`src/rtl/decoder_nto2n_seq.sv`:
```
// Registered N-to-2^N one-hot decoder with four operating modes:
// LEVEL (registered decode), PULSE (strobe on load), SCAN (walking one-hot
// sequencer with wrap pulse) and STICKY (OR-accumulated select mask).
// Every output comes from a flop, so select fabrics see glitch-free edges.
module decoder_nto2n_seq #(
    parameter int N = 3
) (
    input  logic             clk,
    input  logic             rst,
    input  logic             en,
    input  logic [1:0]       mode,
    input  logic [N-1:0]     i,
    input  logic             load,
    input  logic             clr,
    output logic [2**N-1:0]  y,
    output logic [N-1:0]     idx,
    output logic             wrap
);

    localparam int W = 2**N;

    typedef enum logic [1:0] {
        MODE_LEVEL  = 2'b00,
        MODE_PULSE  = 2'b01,
        MODE_SCAN   = 2'b10,
        MODE_STICKY = 2'b11
    } mode_t;

    mode_t          mode_q;
    logic [N-1:0]   idx_inc;

    // One-hot decode of a binary index.
    function automatic logic [W-1:0] onehot(input logic [N-1:0] v);
        onehot    = '0;
        onehot[v] = 1'b1;
    endfunction

    // Next scan position; the N-bit width makes 2^N-1 roll over to 0.
    assign idx_inc = idx + 1'b1;

    // Mode register and all output registers; priority rst > clr > mode change > en=0 > mode action.
    always_ff @(posedge clk) begin
        // NOTE: state is written with non-blocking assignments so every
        // register samples the pre-edge values of its neighbours.
        if (rst) begin
            y      <= '0;
            idx    <= '0;
            wrap   <= 1'b0;
            mode_q <= MODE_LEVEL;
        end else begin
            // NOTE: wrap gets a default here so it is a one-cycle pulse;
            // only the SCAN increment branch below overrides it.
            wrap   <= 1'b0;
            mode_q <= mode_t'(mode);

            if (clr) begin
                y   <= '0;
                idx <= '0;
            end else if (mode != mode_q) begin
                // Transition edge: flush state, the new mode acts from the next edge.
                y   <= '0;
                idx <= '0;
            end else if (!en) begin
                // STICKY keeps its mask while disabled; other modes go quiet.
                if (mode_q != MODE_STICKY) begin
                    y <= '0;
                end
            end else begin
                unique case (mode_q)
                    MODE_LEVEL: begin
                        y   <= onehot(i);
                        idx <= i;
                    end
                    MODE_PULSE: begin
                        if (load) begin
                            y   <= onehot(i);
                            idx <= i;
                        end else begin
                            y <= '0;
                        end
                    end
                    MODE_SCAN: begin
                        if (load) begin
                            y   <= onehot(i);
                            idx <= i;
                        end else begin
                            y    <= onehot(idx_inc);
                            idx  <= idx_inc;
                            wrap <= (idx == '1);
                        end
                    end
                    MODE_STICKY: begin
                        if (load) begin
                            y   <= y | onehot(i);
                            idx <= i;
                        end
                    end
                    default: begin
                        y <= '0;
                    end
                endcase
            end
        end
    end

endmodule

```
`config.mk`:
```
export PLATFORM = sky130hd
export DESIGN_NAME = decoder_nto2n_seq
export DESIGN_NICKNAME = d
export VERILOG_FILES = /design/src/rtl/decoder_nto2n_seq.sv
export SDC_FILE = /design/constraint.sdc
export NUM_CORES = 1
export LEC_CHECK = 0
export ABC_AREA = 1
export BUFFER_PORTS_ARGS = -buffer_cell sky130_fd_sc_hd__buf_4
export CORE_MARGIN = 5
export CORE_UTILIZATION = 50
export DETAILED_ROUTE_END_ITERATION = 6
export PLACE_DENSITY = 0.76
export SLEW_MARGIN = 30
export SYNTH_ARGS = -nofsm -noshare
export SYNTH_HDL_FRONTEND = slang
export SYNTH_SLANG_ARGS = --single-unit
```
`constraint.sdc`:
```
create_clock -name clk -period 3.1 [get_ports clk]
set_input_delay 0.155 -clock clk [delete_from_list [all_inputs] [get_ports clk]]
set_output_delay 0.155 -clock clk [all_outputs]
set_load 0.01 [all_outputs]
```
Word level (Yosys, flattened, before mapping)
Index checks and enable logic that the tools add are counted.
W data, S select, Z words.

word-level totals
  flip-flop bits (word level) = 14
  bits in latches = 0
  bits in writable memories = 0
  ROM bits = 0
  bits of input ports = 10
  output and inout port bits = 12
  word-level logic and storage cells = 42
  memories = 0

cells by class
  $add $sub $neg = 1
  $mul = 0
  div/mod/pow operators = 0
  $lt $le $gt $ge = 4
  equality and inequality tests = 8
  shift-type cells = 0
  muxes and demuxes = 13
  bitwise logic cells = 3
  reductions and logical operators = 9

operators by type and width
  cell                   number
  $mux W8                5
  $pmux W8 S4            1
  $pmux W3 S3            1
  $lt A3 B4 Y1 const B   2
  $or A8 B8 Y8           1
  $demux W1 S3           2
  $ge A3 B1 Y1 const B   2
  $mux W3                2
  $reduce_or A6 Y1       1
  $eq A2 B2 Y1 const B   2
  $reduce_and A2 Y1      2
  $add A3 B1 Y3 const B  1
  $eq A3 B3 Y1 const B   1
  $ne A3 B3 Y1 const B   1
  $reduce_or A3 Y1       1
  $eq A2 B1 Y1 const B   1
  $logic_and A1 B1 Y1    2
  $logic_not A2 Y1       1
  $mux W1                2
  $ne A2 B1 Y1 const B   1
  $ne A2 B2 Y1           1
  $ne A2 B2 Y1 const B   1
  $not A1 Y1             2
  $reduce_bool A2 Y1     1
  $reduce_or A2 Y1       1

Depth between registers and ports, before layout
  depth in word-level cells = 8
  mapped depth = 9
  mapped depth without buffers = 9

Worst setup path before layout
OpenSTA, ideal clock, no wires.

  kind = reg-to-reg
  start point = register idx[0]
  end point = register y[0]
  setup time = 0.070 ns
  arrival = 1.460 ns
  data required time = 3.030 ns
  path slack = 1.570 ns
  cell stages (with the launch flop) = 9
  path buffers = 0
  clock period less this slack = 1.530 ns
  cell sequence = dfxtp_1 > ha_1 > ha_1 > or2_2 > nor2_1 > nand2_1 > nand3_1 > nand2_1 > a21oi_1

on the way
  cells in the longest elaborated chain, start to end = 8
  elaborated cells on any way between the ends = 9
  classes of those cells = 1 x add/sub; 2 x order compare; 5 x mux; 1 x reduce/logical

ends and longest elaborated chain
  item                                                                       line  text
  start: declaration                                                         16    output logic [N-1:0] idx,
  start signal: assignment                                                   72    idx <= i;
  start signal: assignment                                                   77    idx <= i;
  start signal: assignment                                                   85    idx <= i;
  $add A3 B1 Y3 *                                                            39    assign idx_inc = idx + 1'b1;
  $lt A3 B4 Y1 (implied by the code) / $ge A3 B1 Y1 (equally long branches)  35    onehot[v] = 1'b1;
  $logic_and A1 B1 Y1 (implied by the code)                                  35
  $mux W1 (implied by the code)                                              35
  $demux W1 S3 *                                                             35
  $mux W8 *                                                                  83    if (load) begin
  $pmux W8 S4 *                                                              69    unique case (mode_q)
  $mux W8 *                                                                  63    end else if (!en) begin
  end signal: assignment                                                     71    y <= onehot(i);
  end signal: assignment                                                     84    y <= onehot(i);
  end signal: assignment                                                     87    y <= onehot(idx_inc);
  end: declaration                                                           15    output logic [2**N-1:0] y,

Every way passes the cells marked *; elsewhere a longest branch is shown, timed or not.
A chain may end at the register's enable or synchronous reset.

Final worst setup path
Same ends and word-level chain as after synthesis.

==> metrics.txt <==
status=finished clean; register area share after synthesis=about a third; GR Util All Layers=between 15 and 20%; CP Launch Point=idx[0]; Mapped Nets=around 150; cell with the most instances after synthesis=nand2_1; total number of yosys warnings=0; DR DRC count=0; Slew HR=77.1%; share of the synthesized area in the top cell type=approximately a third; Hold Buf Count CTS=0; crit path kind=reg2reg; Cells after Synth=135; clock sinks=14; CTS buffer count=3; hold path start=rst; CP required=around 3.3 ns; post-synth top area cell=dfxtp_1; final period utilization=between 50% and 60%; Yosys cell types=26; pins over their slew limit=0; EDFF count, synth=0; top post-synthesis cells by count=40 x nand2_1, 18 x nor2_1, 16 x inv_1, 14 x dfxtp_1, 11 x nand3_1; number of global-route vias before repair=about 840; Cell Rows=15; placed insts=between 150 and 200; final wirelength=2060 µm; Setup Skew=between 0.01 and 0.015 ns; Worst setup EP type=flip-flop; worst-margin pin slew=approximately 0.34 ns; Skew-Pair Late Insertion Delay=approximately 0.28 ns; PwrDens=~350 nW/µm²; CTS Buffer Depth=2; core area=approximately 1700 µm²; CP arrival=1.83 ns; via count=approximately 910; Placer Congestion=about 0.88; Die Height=51.9 µm; CP Launch Type=flip-flop; synthesized area=878 µm²; Register Area=approximately 280 µm²; post-cts repair resize count=0; Root Buffer=clkbuf_4; share of layout cells above drive strength 1=around a quarter; initial antenna violation count=0; multi-input logic area=around 520 µm²; # fillers=roughly 160; clock slew at reported path FFs=roughly 0.1 ns; Hold Vio Cnt, Final=0; Post-CTS Setup Inserts=0; HPWL after DPL=around 1600 µm; Peak VDD IR=~0.00021 V; unrepaired setup endpoints after global routing=false; H-tree depth=1; WL/cell=11.7 µm; layout net count=172; die area=2690 µm²; initial core utilization=approximately 52%; Iteration-0 DRC Markers=19; Area Growth Syn to Fin=23.2%; largest net degree at the start of global routing=13; setup violators final=0; Layout Cells excl Fill=about 180; via-per-instance ratio=~5.2; R2R Path Start=idx[0]; most common flop cell mapped by yosys=dfxtp_1; die width=~52 µm; Leakage=about 0.51 nW; number of port buffers=21; reg-to-reg slack, setup=1.49 ns; first-pass GRT wire length=3540 µm; FMAX=between 0.6 and 0.7 GHz; Crit Path Max Fanout=5; Routed Antenna Nets=0; # IOs=22; # diodes=0; Mean Syn Cell Area=~6.5 µm²; synth top area cells=dfxtp_1 32%, nand2_1 17%, nor2_1 7.7%; CTS tree=built; final setup TNS=0 ns; DR pass1 iterations=4; Yosys reg bits=14; Hold Crit Class=in2reg; global route overflow=0; Post-synth ARST share=0%; max_cap viols=0; Min Clock Period, post-route=between 1.5 and 2 ns
## area by class of cell
| type | count | share of cell area [%] |
|---|---|---|
| Clock buffer | 4 | 3.35 |
| Inverter | 18 | 6.36 |
| Multi-Input combinational cell | 102 | 47.9 |
| Sequential cell | 14 | 25.9 |
| Tap cell | 17 | 1.97 |
| Timing Repair Buffer | 21 | 14.6 |
## kinds of logic (layout without fill, tap and decap cells)
kind of cell             after synthesis  count (layout)  synth area share (%)
flip-flops                            14              14                  31.9
AND/OR/NAND/NOR                       82              82                  42.4
AO/OA/AOI/OAI                         17              17                  12.7
buffers and inverters                 19              43                  9.12
XOR/XNOR                               1               1                 0.997
adder cells (fa/ha/maj)                2               2                  2.85
## sequential cells by signal, summed over array words and instances (netlist names)
signal / flops
y: 8
idx: 3
mode_q: 2
wrap: 1
## cells in the final DEF (no fill, tap or decap)
cell type	count
nand4_1	5
clkbuf_4	3
o21ai_0	1
o211ai_1	1
o21ai_2	1
xnor2_1	1
buf_4	21
nor2_1	18
or2_2	1
nor2_4	1
inv_2	1
a21oi_1	10
nand2_4	1
dfxtp_1	14
nor2_2	1
nand2_2	1
nand3_1	11
nand3_2	1
clkinv_2	1
a21oi_2	1
a21boi_0	2
a21oi_4	1
clkbuf_8	1
ha_1	2
nand2_1	40
inv_1	16
nor3_1	1
nand4_2	1
## layer usage
layer / track usage, % / routed length [µm] / up-vias
met1: 21.2 / 940 / 390
met3: 3.44 / 128 / 6
li1: - / - / 482
met5: 0 / 0 / -
met2: 28.7 / 937 / 31
met4: 5.24 / 48 / 0
## power breakdown
part	total [mW]	internal (mW)	switching, mW	leakage [nW]
Combinational	0.0547	0.0214	0.0333	0.371
Clock	0.135	0.0714	0.0634	0.0210
Sequential	0.186	0.182	0.00345	0.113
Total	0.375	0.275	0.100	0.506
## worst paths after layout
check | to | depth (start not counted)
max | y[0] | 8
min reg2reg | y[1] | 2
min | mode_q[0] | 2
max reg2reg | y[0] | 8
## worst max-delay path, stage by stage (launching register included)
cell and delay (ns):
dfxtp_1 0.36, ha_1 0.21, ha_1 0.30, or2_2 0.30, nor2_1 0.09, nand2_1 0.06
nand3_1 0.07, nand2_1 0.05, a21oi_1 0.11
## through the flow
stage / utilization (%) / total power [mW] / area [µm²] / hold slack [ns] / setup slack [ns]
after floorplan: - / 0.223 / 878 / 0.226 / 1.57
after global placement: 61.9 / 0.244 / 1050 / 0.332 / 1.55
after detailed placement: 61.9 / 0.244 / 1050 / 0.335 / 1.52
after CTS: 64.1 / 0.376 / 1080 / 0.0330 / 1.50
after global routing: 64.1 / 0.390 / 1080 / 0.0291 / 1.28
final: 64.1 / 0.375 / 1080 / 0.0289 / 1.49
Power figures use the tool's default switching activity.
